**src/rtl/counter_sequencer.sv**
```systemverilog
// Run/pause/step sequencer for the 4-bit count-and-display path: owns the
// count register and tick prescaler, driven by edges of debounced key levels.
module counter_sequencer #(
  parameter int unsigned SIZE     = 4,
  parameter int unsigned PRESCALE = 50000000
) (
  input  logic            clock_pos,
  input  logic            reset_neg,
  input  logic            signal_start,
  input  logic            signal_stop,
  input  logic            signal_load,
  input  logic [SIZE-1:0] vector_load,
  input  logic            bit_up,
  input  logic            bit_wrap,
  output logic [SIZE-1:0] vector_out,
  output logic            signal_tick,
  output logic            signal_terminal,
  output logic [1:0]      vector_state
);

  localparam int unsigned     PW         = (PRESCALE > 1) ? $clog2(PRESCALE) : 1;
  localparam logic [PW-1:0]   PRESC_LAST = PW'(PRESCALE - 1);
  localparam logic [SIZE-1:0] MAX_COUNT  = '1;

  typedef enum logic [1:0] {
    IDLE  = 2'd0,
    RUN   = 2'd1,
    PAUSE = 2'd2,
    DONE  = 2'd3
  } state_t;

  state_t          state_q, state_d;
  logic [SIZE-1:0] count_q, count_d;
  logic [PW-1:0]   presc_q, presc_d;
  logic            tick_q, tick_d;
  logic            term_q, term_d;
  logic            start_q, stop_q, load_q;

  logic start_e, stop_e, load_e;
  logic tick_due, at_term;

  assign start_e  = signal_start & ~start_q;
  assign stop_e   = signal_stop  & ~stop_q;
  assign load_e   = signal_load  & ~load_q;
  assign tick_due = (presc_q == PRESC_LAST);
  assign at_term  = bit_up ? (count_q == MAX_COUNT) : (count_q == '0);

  // Edge registers reset high so a key already held at release is not an edge.
  always_ff @(posedge clock_pos or negedge reset_neg) begin
    if (!reset_neg) begin
      state_q <= IDLE;
      count_q <= '0;
      presc_q <= '0;
      tick_q  <= 1'b0;
      term_q  <= 1'b0;
      start_q <= 1'b1;
      stop_q  <= 1'b1;
      load_q  <= 1'b1;
    end else begin
      state_q <= state_d;
      count_q <= count_d;
      presc_q <= presc_d;
      tick_q  <= tick_d;
      term_q  <= term_d;
      start_q <= signal_start;
      stop_q  <= signal_stop;
      load_q  <= signal_load;
    end
  end

  always_comb begin
    state_d = state_q;
    unique case (state_q)
      IDLE: begin
        if (!stop_e && start_e) state_d = RUN;
      end
      RUN: begin
        if (stop_e)                                   state_d = PAUSE;
        else if (tick_due && at_term && !bit_wrap)    state_d = DONE;
      end
      PAUSE: begin
        if (stop_e)       state_d = IDLE;
        else if (start_e) state_d = RUN;
      end
      DONE: begin
        if (stop_e)       state_d = IDLE;
        else if (start_e) state_d = RUN;
        else if (load_e)  state_d = PAUSE;
      end
      default: state_d = IDLE;
    endcase
  end

  // Stop wins over start, start over load; a stop in RUN holds the prescaler
  // and swallows any tick due on that edge.
  always_comb begin
    count_d = count_q;
    presc_d = presc_q;
    tick_d  = 1'b0;
    term_d  = 1'b0;
    unique case (state_q)
      IDLE: begin
        if (!stop_e) begin
          if (start_e)     presc_d = '0;
          else if (load_e) count_d = vector_load;
        end
      end
      RUN: begin
        if (!stop_e) begin
          if (tick_due) begin
            presc_d = '0;
            tick_d  = 1'b1;
            if (at_term) begin
              term_d = 1'b1;
              if (bit_wrap) count_d = bit_up ? '0 : MAX_COUNT;
            end else begin
              count_d = bit_up ? count_q + 1'b1 : count_q - 1'b1;
            end
          end else begin
            presc_d = presc_q + 1'b1;
          end
        end
      end
      PAUSE: begin
        if (stop_e)                 count_d = '0;
        else if (!start_e && load_e) count_d = vector_load;
      end
      DONE: begin
        if (stop_e) begin
          count_d = '0;
        end else if (start_e) begin
          count_d = bit_up ? '0 : MAX_COUNT;
          presc_d = '0;
        end else if (load_e) begin
          count_d = vector_load;
        end
      end
      default: ;
    endcase
  end

  always_comb begin
    vector_out      = count_q;
    vector_state    = state_q;
    signal_tick     = tick_q;
    signal_terminal = term_q;
  end

endmodule

```
**config.mk**
```make
export PLATFORM = sky130hd
export DESIGN_NAME = counter_sequencer
export DESIGN_NICKNAME = d
export VERILOG_FILES = /design/src/rtl/counter_sequencer.sv
export SDC_FILE = /design/constraint.sdc
export NUM_CORES = 1
export LEC_CHECK = 0
export ABC_CLOCK_PERIOD_IN_PS = 4100
export BUFFER_PORTS_ARGS = -buffer_cell sky130_fd_sc_hd__buf_2
export CAP_MARGIN = 20
export CORE_AREA = 2 2 63 77
export CTS_CLUSTER_DIAMETER = 200
export DETAILED_ROUTE_END_ITERATION = 12
export DIE_AREA = 0 0 65 79
export PLACE_DENSITY = 0.74
export SLEW_MARGIN = 20
export SYNTH_ARGS = -nofsm -noshare
export SYNTH_HDL_FRONTEND = slang
export SYNTH_SLANG_ARGS = --single-unit
```
**constraint.sdc**
```tcl
create_clock -name clock_pos -period 4.1 [get_ports clock_pos]
set_input_delay 0.205 -clock clock_pos [delete_from_list [all_inputs] [get_ports clock_pos]]
set_output_delay 0.205 -clock clock_pos [all_outputs]
set_load 0.1 [all_outputs]
```
* Yosys cells after proc, flatten, opt, wreduce, memory -nomap -nowiden
Index checks and enable logic that the tools add are counted.
Storage, ports and cells: register bits after elaboration 37, input bits 11, output and inout bits 8, logic and storage cells 84
Operators by class: add/subtract/negate cells 3, equal/unequal tests 17, mux-type cells 36, bitwise gates (word level) 6, reductions and logical operators 14
Operators with widths (count):
- $mux W26 | 4
- $mux W4 | 13
- $pmux W26 S2 | 1
- $add A26 B1 Y26 const B | 1
- $eq A26 B26 Y1 const B | 1
- $mux W2 | 8
- $pmux W4 S4 | 1
- $ne A2 B2 Y1 const B | 6
- $ne A3 B3 Y1 const B | 4
- $mux W1 | 8
- $pmux W2 S4 | 1
- $reduce_and A4 Y1 | 2
- $reduce_and A6 Y1 | 1
- $add A4 B1 Y4 const B | 1
- $eq A2 B2 Y1 const B | 2
- $eq A4 B4 Y1 const B | 1
- $logic_and A1 B1 Y1 | 4
- $logic_not A4 Y1 | 1
- $ne A4 B4 Y1 const B | 1
- $sub A4 B1 Y4 const B | 1
- $and A1 B1 Y1 | 3
- $logic_not A1 Y1 | 3
- $not A1 Y1 | 3
- $eq A2 B1 Y1 const B | 1
- other kinds (4) | 4

* Depth between registers and ports, before layout
Gate-level depths: netlist of the first run.
depth after elaboration 7, depth in mapped cells 9, depth with buffers taken out 8

* Worst setup path after synthesis of the first run
No wires, ideal clock.
path kind register -> register, start point register state_q[0] (netlist: vector_state[0]), end point register presc_q[15], setup time 0.121 ns, data arrival time 2.785 ns, required time 3.979 ns, slack 1.194 ns, cell stages (with the launch flop) 9, buffers on the path 0, clock period less this slack 2.906 ns, cells stage by stage dfrtp_1 > inv_1 > ha_1 > nor3b_1 > o21ai_0 > nor3_1 > nand4_1 > xor2_1 > nor2_1
Between the ends: longest elaborated chain between the ends 4, elaborated cells between the ends (all ways) 10, those cells by class eq/ne (5); mux (1); reduce/logical (4)
Ends and longest elaborated chain:
- from (decl) | RTL line 32 | state_t state_q, state_d;
- from (signal assigned) | RTL line 60 | state_q <= state_d;
- $eq A2 B2 Y1 or $logic_not A2 Y1 (tied branches) | RTL line 101 | unique case (state_q)
- $reduce_or A2 Y1 (no source line)
- $ne A2 B2 Y1 (no source line) (tied with other cells)
- $reduce_and A4 Y1 (no source line)
- to (signal assigned) | RTL line 62 | presc_q <= presc_d;
- to (decl) | RTL line 34 | logic [PW-1:0] presc_q, presc_d;
Parallel ways exist; a longest one is shown, timed or not. A chain may end at the register's enable or synchronous reset.

* Final worst setup path of the first run
start point register state_q[0] (netlist: vector_state[0]), end point register presc_q[17]
Same word-level chain as after synthesis.

==> results of run 1 <==
==> stage by stage <==
| step | hold WS (ps) | util, % | std cells |
|---|---|---|---|
| after floorplan | -90.6 | - | 261 |
| after global placement | 326 | 55.8 | 331 |
| after detailed placement | 329 | 55.8 | 331 |
| after CTS | 19.9 | 58.3 | 339 |
| final | 5.04 | 58.3 | 339 |
| after global routing | 15.2 | 58.3 | 339 |
==> cells in the mapped netlist (2+ instances only) <==
cell	number	area (um^2)
nor3b_1	2	15.0
nand4_1	7	43.8
mux2i_1	2	20.0
ha_1	8	100
nor2_1	27	101
o21a_1	2	15.0
xor2_1	12	105
xnor2_1	2	17.5
and3_1	7	43.8
nand2b_1	6	37.5
o21ai_0	20	100
or2_2	2	12.5
nand3_1	12	60.1
dfstp_2	3	78.8
o22ai_1	8	50.1
a21o_1	3	22.5
buf_2	5	25.0
a21oi_1	14	70.1
and2_1	7	43.8
o31ai_1	8	60.1
clkbuf_1	2	7.51
inv_1	6	22.5
dfrtp_1	34	851
nor2b_1	5	31.3
nand2_1	23	86.3
nor3_1	4	20.0
o41ai_1	2	17.5
a31oi_1	5	31.3
==> worst min path at each step <==
stage | startpoint | slack (ps) | end | depth (start not counted)
global route | signal_stop | 20 | stop_q | 1
detailed placement | signal_load | 330 | load_q | 1
floorplan | reset_neg | -90 | presc_q[0] | 0
finish | reset_neg | 5 | presc_q[21] | 1
CTS | signal_stop | 20 | stop_q | 1
global placement | signal_load | 330 | load_q | 1
==> flip-flops by register name (all words and copies together) (netlist names) <==
| name | cells |
|---|---|
| vector_state | 2 |
| signal_terminal | 1 |
| presc_q | 26 |
| load_q | 1 |
| stop_q | 1 |
| start_q | 1 |
| signal_tick | 1 |
| vector_out | 4 |
==> worst max-delay path, delay by kind of cell (launching register included) <==
family	cells	cell delay, ps
xor gates and xnor gates	1	210
DFF	1	420
buffers and inverters	2	310
and+or+nand+nor	4	1160
AOI/OAI and AO/OA	1	110
adders and majority gates	1	390
==> area by class of cell <==
cell class | count | share of cell area [%]
multi-input combinational | 210 | 51.9
clock buffer | 5 | 2.67
timing repair buffer | 20 | 4.07
clock inverter | 3 | 1.70
sequential | 37 | 36.0
inverter | 6 | 0.873
tap | 58 | 2.81
==> per-layer routing <==
| metal | part of all wire [%] | routed length, um | GRT usage [%] | vias to the layer above |
|---|---|---|---|---|
| met4 | 1.6 | 85 | 8.51 | 0 |
| li1 | - | - | - | 985 |
| met5 | 0 | 0 | 0 | - |
| met2 | 51 | 2660 | 40.4 | 53 |
| met3 | 3.8 | 200 | 3.40 | 8 |
| met1 | 44 | 2290 | 27.2 | 963 |
==> cell families (layout without fill, tap and decap cells) <==
logic type / after synthesis / in the layout / synth area share, %
AND/OR/NAND/NOR: 112 / 112 / 26.1
AO/OA/AOI/OAI: 73 / 73 / 20.1
flip-flops: 37 / 37 / 39.9
XOR/XNOR: 14 / 14 / 5.27
buffers and inverters: 14 / 34 / 2.53
adder cells (fa/ha/maj): 9 / 9 / 5.16
multiplexers: 2 / 2 / 0.860
==> power by group through the flow <==
stage	Combinational (W)	Sequential, W	Clock (W)
2_1_floorplan	0.000553	0.000716	0
3_3_place_gp	0.000916	0.000545	0
3_5_place_dp	0.000926	0.000545	0
4_1_cts	0.000926	0.000540	0.000330
5_1_grt	0.00102	0.000555	0.000347
6_report	0.000930	0.000543	0.000321
==> reports/metrics.yaml, run 1 <==
worst_hold_path:
  hold_class: "in2async"
setup_path:
  startpoint: "vector_state[0]"
  worstPathMaxFanout: 13
  critPathCapture: "presc_q[17]"
  slowest_stage: "nor3_1"
  reg2reg_from: "vector_state[0]"
  crit_arrival_ps: 2890
  startpoint_type: "flip-flop"
  r2r_cells: 9
  rrSetupSlack_ps: 1370
  cp.required_ps: 4270
  regToRegEndpoint: "presc_q[17]"
  slowest_delay_ps: 610
  crit_chain: "inv_1 > ha_1 > nor3b_1 > o21ai_0 > buf_4 > nor3_1 > nand4_1 > xor2_1 > nor2_1"
  crit_type: "reg2reg"
  end_kind: "flip-flop"
synth:
  ys.flop_type: "dfrtp_1"
  yosysWarnings: 0
  syn-cell-area_mm2: 0.00233
  ys_seq_area_share_pct: 39.9
  synthesis.nets: 281
  synthCells: 261
  ys_types: 51
  ys_ff_latch: 37
  synth.avg_cell_area_um2: 8.92
  ys_async_sr_fraction_pct: 100
  synth_edf_count: 0
die:
  die_h_um: 79
  fp-row-count: 27
  core_area_mm2: 0.00443
  ios: 19
  start_util_pct: 52.6
  dieArea_mm2: 0.00514
  die_width_um: 65
timing:
  fin_setup_tns_ps: 0
  worst_slack_ps: 1370
  finalSetupViolations: 0
  fmax_ghz: 0.367
  hold_viol: 0
  finClkSkew_ps: 10.5
  rsz0062_at_grt: "no"
  period_share_pct: 66.5
  slew_violations: 0
  relSlewSlack_pct: 45.0
  tightest_slew_ps: 824
  finalCriticalPeriod_ps: 2730
clock_network:
  clockRootBuffer: "clkbuf_8"
  insertion_delay_ps: 300
  cts_hold_buffers: 0
  clkTransAtPathRegs_ps: 80
  cts_buffers: 5
  cts_setup_buffers: 0
  htree_levels: 2
  clockBufferDepth: 2
  cts_resized: 0
  cts_tree: "done"
  clkSinkCount: 37
grt:
  antenna_found_initial: 0
  grt_max_degree: 38
  grt.total_usage_pct: 22.6
  grt-ovfl-total: 0
  grt_pass1_wl_um: 9110
  grt_pass1_vias: 1992
final_layout:
  regArea_um2: 930
  diodes: 0
  final_common_cell: "dfrtp_1"
  fillCellCount: 414
  area_growth_pct: 10.9
  drive_gt1_share_pct: 14.9
  multi_input_area_mm2: 0.00134
  num-nets-final: 300
  layout_common_cells: "34 x dfrtp_1, 27 x nor2_1, 23 x nand2_1"
  finalInstanceArea_mm2: 0.00258
placement:
  place.gp.congestion: 0.897
  dp_hpwl_um: 3780
  placed_area_mm2: 0.00247
  port_buffers: 18
  pre_cts_slack_ps: 1380
run:
  drv_cap: 0
drt:
  routed_via_density: 5.93
  wl_um: 5230
  postRouteAntennaNets: 0
  drcViolationCount: 0
  post_drt_wl_per_cell_um: 15.4
  dr.first_iter.drc_count: 152
  vias: 2009
  first_pass_iters: 4
pwr:
  powerDensity_mw_per_mm2: 695
  pwr-share-clk_pct: 17.9
  p_seq_share_pct: 30.3
  ir_worst_vdd_mv: 0.280
  p_total_w: 0.00179
  p_leak_nw: 1.14
  internal_power_w: 0.000938
  p_sw_w: 0.000856
  swShare_pct: 47.7
  combPwrFrac_pct: 51.9
status:
  status: "complete, no violations"
Power figures use the tool's default switching activity.
==> run 2, diff against run 1 <==
Settings changed: ABC_CLOCK_PERIOD_IN_PS 4100 to 2700.
Clock period 4.1 ns to 2.7 ns, I/O delays scaled along.
==> reports/metrics.yaml, run 2 (synthesized netlist as in run 1, its figures left out) <==
status:
  status: "complete, no violations"
final_layout:
  top_register: "presc_q"
  area_growth_pct: 13.7
  largest_register_ffs: 26
  num-nets-final: 307
  drive_gt1_share_pct: 16.3
  diodes: 0
  final_common_cell: "dfrtp_1"
  layout_common_cells: "32 x dfrtp_1, 27 x nor2_1, 23 x nand2_1"
  final_cells: 346
timing:
  fmax_ghz: 0.402
  hold_slack_ps: 127
  finClkSkew_ps: 13.5
  rsz0062_at_grt: "no"
  fin_setup_tns_ps: 0
  finalCriticalPeriod_ps: 2490
  hold_viol: 0
  slew_violations: 0
  tightest_slew_ps: 807
  relSlewSlack_pct: 46.2
  finalSetupViolations: 0
  period_share_pct: 92.2
grt:
  antenna_found_initial: 0
  grt_pass1_vias: 1870
  grt_max_degree: 38
  grt_pass1_wl_um: 8680
  grt.total_usage_pct: 21.6
  grt-ovfl-total: 0
run:
  drv_cap: 0
setup_path:
  critPathTopFamily: "simple AND/OR/NAND/NOR gates"
  worstPathMaxFanout: 13
  crit_type: "reg2reg"
  cp.required_ps: 2880
  crit_arrival_ps: 2670
  end_kind: "flip-flop"
  startpoint_type: "flip-flop"
  cp.buffers_inverters: 2
  slowest_stage: "nor3_1"
  slowest_delay_ps: 450
  crit_chain: "inv_1 > ha_1 > nor3b_1 > o21ai_0 > buf_4 > nor3_1 > nand3_1 > xor2_1 > nor2_1"
pwr:
  p_leak_nw: 1.17
  powerDensity_mw_per_mm2: 1050
  ir_worst_vdd_mv: 0.376
drt:
  routed_via_density: 5.96
  vias: 2061
  dr.first_iter.drc_count: 153
  first_pass_iters: 4
  post_drt_wl_per_cell_um: 15.0
  drcViolationCount: 0
  wl_um: 5190
  postRouteAntennaNets: 0
clock_network:
  insertion_delay_ps: 290
  clockBufferDepth: 2
  cts_buffers: 5
  clkTransAtPathRegs_ps: 80
  cts_resized: 0
  htree_levels: 2
  clkSinkCount: 37
  clockRootBuffer: "clkbuf_8"
  cts_tree: "done"
die:
  die_width_um: 65
  core_area_mm2: 0.00443
  dieArea_mm2: 0.00514
  ios: 19
  start_util_pct: 52.6
  die_h_um: 79
  fp-row-count: 27
placement:
  dp_hpwl_um: 3810
  place.gp.congestion: 0.857
  dp_cells: 334
  port_buffers: 18
worst_hold_path:
  hold_class: "in2reg"
==> run 2: cell count changes in the layout (fill, tap and decap cells not counted) <==
cell / before / now
dfrtp_1: 34 / 32
dlygate4sd3_1: 0 / 4
buf_4: 2 / 5
dfrtp_2: 0 / 2
==> run 2: final cells by class <==
cell class	instances	area, um^2
clock buffers	5	68.8
clock inverters	3	43.8
fillers	385	1780
inverters	6	22.5
multi-input cells	210	1340
flip-flops and latches	37	932
well taps	58	72.6
repair buffers	27	168
==> run 2: worst reg2reg max path, cell delays in order (launching register included) <==
cell and delay, ps:
dfrtp_2 420, inv_1 140, ha_1 330, nor3b_1 290, o21ai_0 110, buf_4 200, nor3_1 450, nand3_1 180
xor2_1 190, nor2_1 60
==> run 2: worst paths after layout <==
path                            cells after the start              end       startpoint  slack, ps
worst max-delay path                                9      presc_q[20]  vector_state[1]        210
worst min-delay path                                3    vector_out[0]   vector_load[0]        130
worst max register to register                      9      presc_q[20]  vector_state[1]        210
worst min register to register                      1      presc_q[25]      presc_q[25]        490
max in group asynchronous                           2  vector_state[1]        reset_neg       1660
min in group asynchronous                           2    vector_out[0]        reset_neg        460
==> run 2: stage by stage <==
stage                     cell area (um^2)  setup slack [ps]  util, %  power, W
after floorplan                       2330               124        -   0.00193
after global placement                2490               450     56.3   0.00224
after detailed placement              2490               245     56.3   0.00227
after CTS                             2650               211     59.8   0.00277
after global routing                  2650              32.5     59.8   0.00297
final                                 2650               212     59.8   0.00277
==> run 2: power by group <==
part           internal [W]  leakage [nW]  switching (W)
clock              0.000277        0.0585       0.000211
combinational      0.000504         0.620       0.000950
sequential         0.000675         0.490       0.000152
==> run 2: repair_timing <==
action                                 4_1_cts  5_1_grt
hold buffers                                 4        0
buffers inserted                             0        0
endpoints found under the hold margin       37        0
==> run 2: routing by layer <==
layer  global-route usage (%)  up-vias  part of all wire [%]
li1                         -     1003                     -
met1                     28.8      998                    46
met2                     36.1       53                    49
met4                     5.32        0                   1.3
met3                     4.39        7                   4.0
met5                        0        -                     0
==> run 3, diff against run 2 <==
Settings changed: BUFFER_PORTS_ARGS -buffer_cell sky130_fd_sc_hd__buf_2 to -buffer_cell sky130_fd_sc_hd__buf_4, CORE_AREA 2 2 63 77 to 4 4 71 73, DIE_AREA 0 0 65 79 to 0 0 75 77, PLACE_DENSITY 0.74 to 0.73.
==> reports/metrics.yaml, run 3 (synthesized netlist as in run 1, its figures left out) <==
grt:
  use_met3_pct: 4.31
  grt_pass1_vias: 1948
  antenna_found_initial: 0
  busiest_layer: "met1"
  global_route.usage.met2_pct: 29.0
  grt_pass1_wl_um: 9140
  grt.total_usage_pct: 19.8
  met1_usage_pct: 30.0
  grt_max_degree: 38
  grt-ovfl-total: 0
drt:
  postRouteAntennaNets: 0
  drcViolationCount: 0
  first_pass_iters: 4
  vias: 2044
  wl_um: 5150
  dr.first_iter.drc_count: 250
  routed_via_density: 6.01
  post_drt_wl_per_cell_um: 15.1
final_layout:
  largest_register_ffs: 26
  drive_gt1_share_pct: 16.0
  num-nets-final: 308
  final_common_cell: "dfrtp_1"
  top_register: "presc_q"
  layout_common_cells: "32 x dfrtp_1, 27 x nor2_1, 24 x buf_4"
  diodes: 0
  area_growth_pct: 14.5
setup_path:
  cp.buffers_inverters: 2
  regToRegEndpoint: "presc_q[14]"
  cp.required_ps: 2880
  critPathTopFamily: "simple AND/OR/NAND/NOR gates"
  crit_chain: "inv_1 > ha_1 > nor3b_1 > o21ai_0 > buf_4 > or2_2 > o41ai_1"
  slowest_delay_ps: 410
  rrSetupSlack_ps: 420
  startpoint_type: "flip-flop"
  end_kind: "flip-flop"
  reg2reg_from: "vector_state[0]"
  crit_type: "reg2reg"
  r2r_cells: 7
  crit_arrival_ps: 2460
  worstPathMaxFanout: 13
  slowest_stage: "ha_1"
pwr:
  p_leak_nw: 1.17
  p_total_w: 0.00270
  p_seq_share_pct: 30.6
  p_sw_w: 0.00130
  pwr-share-clk_pct: 14.7
  swShare_pct: 48.1
  internal_power_w: 0.00140
  powerDensity_mw_per_mm2: 1010
  ir_worst_vdd_mv: 0.736
  combPwrFrac_pct: 54.7
timing:
  hold_viol: 0
  tightest_slew_ps: 484
  slew_violations: 0
  period_share_pct: 84.5
  finalCriticalPeriod_ps: 2280
  relSlewSlack_pct: 67.7
  finClkSkew_ps: 11.8
  fin_setup_tns_ps: 0
  rsz0062_at_grt: "no"
  finalSetupViolations: 0
  fmax_ghz: 0.439
clock_network:
  cts_resized: 0
  clkSinkCount: 37
  clockRootBuffer: "clkbuf_8"
  insertion_delay_ps: 290
  cts_buffers: 5
  clockBufferDepth: 2
  cts_tree: "done"
  clkTransAtPathRegs_ps: 80
  htree_levels: 2
die:
  core_area_mm2: 0.00435
  die_width_um: 75
  die_h_um: 77
  fp-row-count: 24
  start_util_pct: 53.4
  dieArea_mm2: 0.00578
  ios: 19
placement:
  dp_hpwl_um: 3720
  port_buffers: 18
  place.gp.congestion: 0.865
worst_hold_path:
  min_path_cells: 3
  hold_class: "in2reg"
  min_to: "vector_out[2]"
  hold_start: "vector_load[2]"
status:
  status: "complete, no violations"
run:
  drv_cap: 0
[run 3: cell types whose count changed in the layout (fill, tap and decap cells not counted), sizes merged]
cell	delta
bufinv	-1
clkbuf	+2
inv	-1
clkinv	-1
buf	+1
[run 3: tightest hold or removal path, stage by stage]
cell     delay, ps
buf_4           90
a21oi_1         50
o22ai_1        110
[run 3: power by group through the flow]
stage	logic [W]	registers [W]	clock network, W
floorplan	0.000839	0.00109	0
global placement	0.00145	0.000828	0
detailed placement	0.00146	0.000833	0
CTS	0.00147	0.000822	0.000404
global route	0.00163	0.000852	0.000428
finish	0.00148	0.000827	0.000397
[run 3: area by class of cell]
cell class                      count  area [um^2]
Timing Repair Buffer               28          220
Multi-Input combinational cell    210         1340
Fill cell                         395         1690
Tap cell                           52         65.1
Sequential cell                    37          932
Inverter                            6         22.5
Clock buffer                        7         86.3
[run 3: through the flow]
stage                     std cells  util, %  setup slack, ps  hold WS (ps)  cell area [um^2]
after global placement          329     58.3              442           125              2540
after CTS                       340     61.2              414           138              2670
after global routing            340     61.2              223           168              2670
final                           340     61.2              420           138              2670
after floorplan                 261        -              124          -161              2330
after detailed placement        329     58.3              433           133              2540
[run 3: how the worst max path moves through the flow]
stage,slack [ps],startpoint,depth (start not counted),end
2_1_floorplan,120,vector_state[0],8,presc_q[15]
3_3_place_gp,440,vector_state[0],10,presc_q[17]
3_5_place_dp,430,vector_state[0],10,presc_q[15]
4_1_cts,410,vector_state[0],7,presc_q[14]
5_1_grt,220,vector_state[0],10,presc_q[17]
6_report,420,vector_state[0],7,presc_q[14]
[run 3: routing by layer]
layer | vias up | part of all wire (%)
met5 | - | 0
met4 | 0 | 0.99
met3 | 6 | 5.8
met2 | 55 | 45
met1 | 977 | 48
li1 | 1006 | -
[run 3: what timing repair did]
item                      in CTS  in global routing
hold buffers                   4                  0
buffers inserted               0                  0
hold endpoints to repair      37                  0
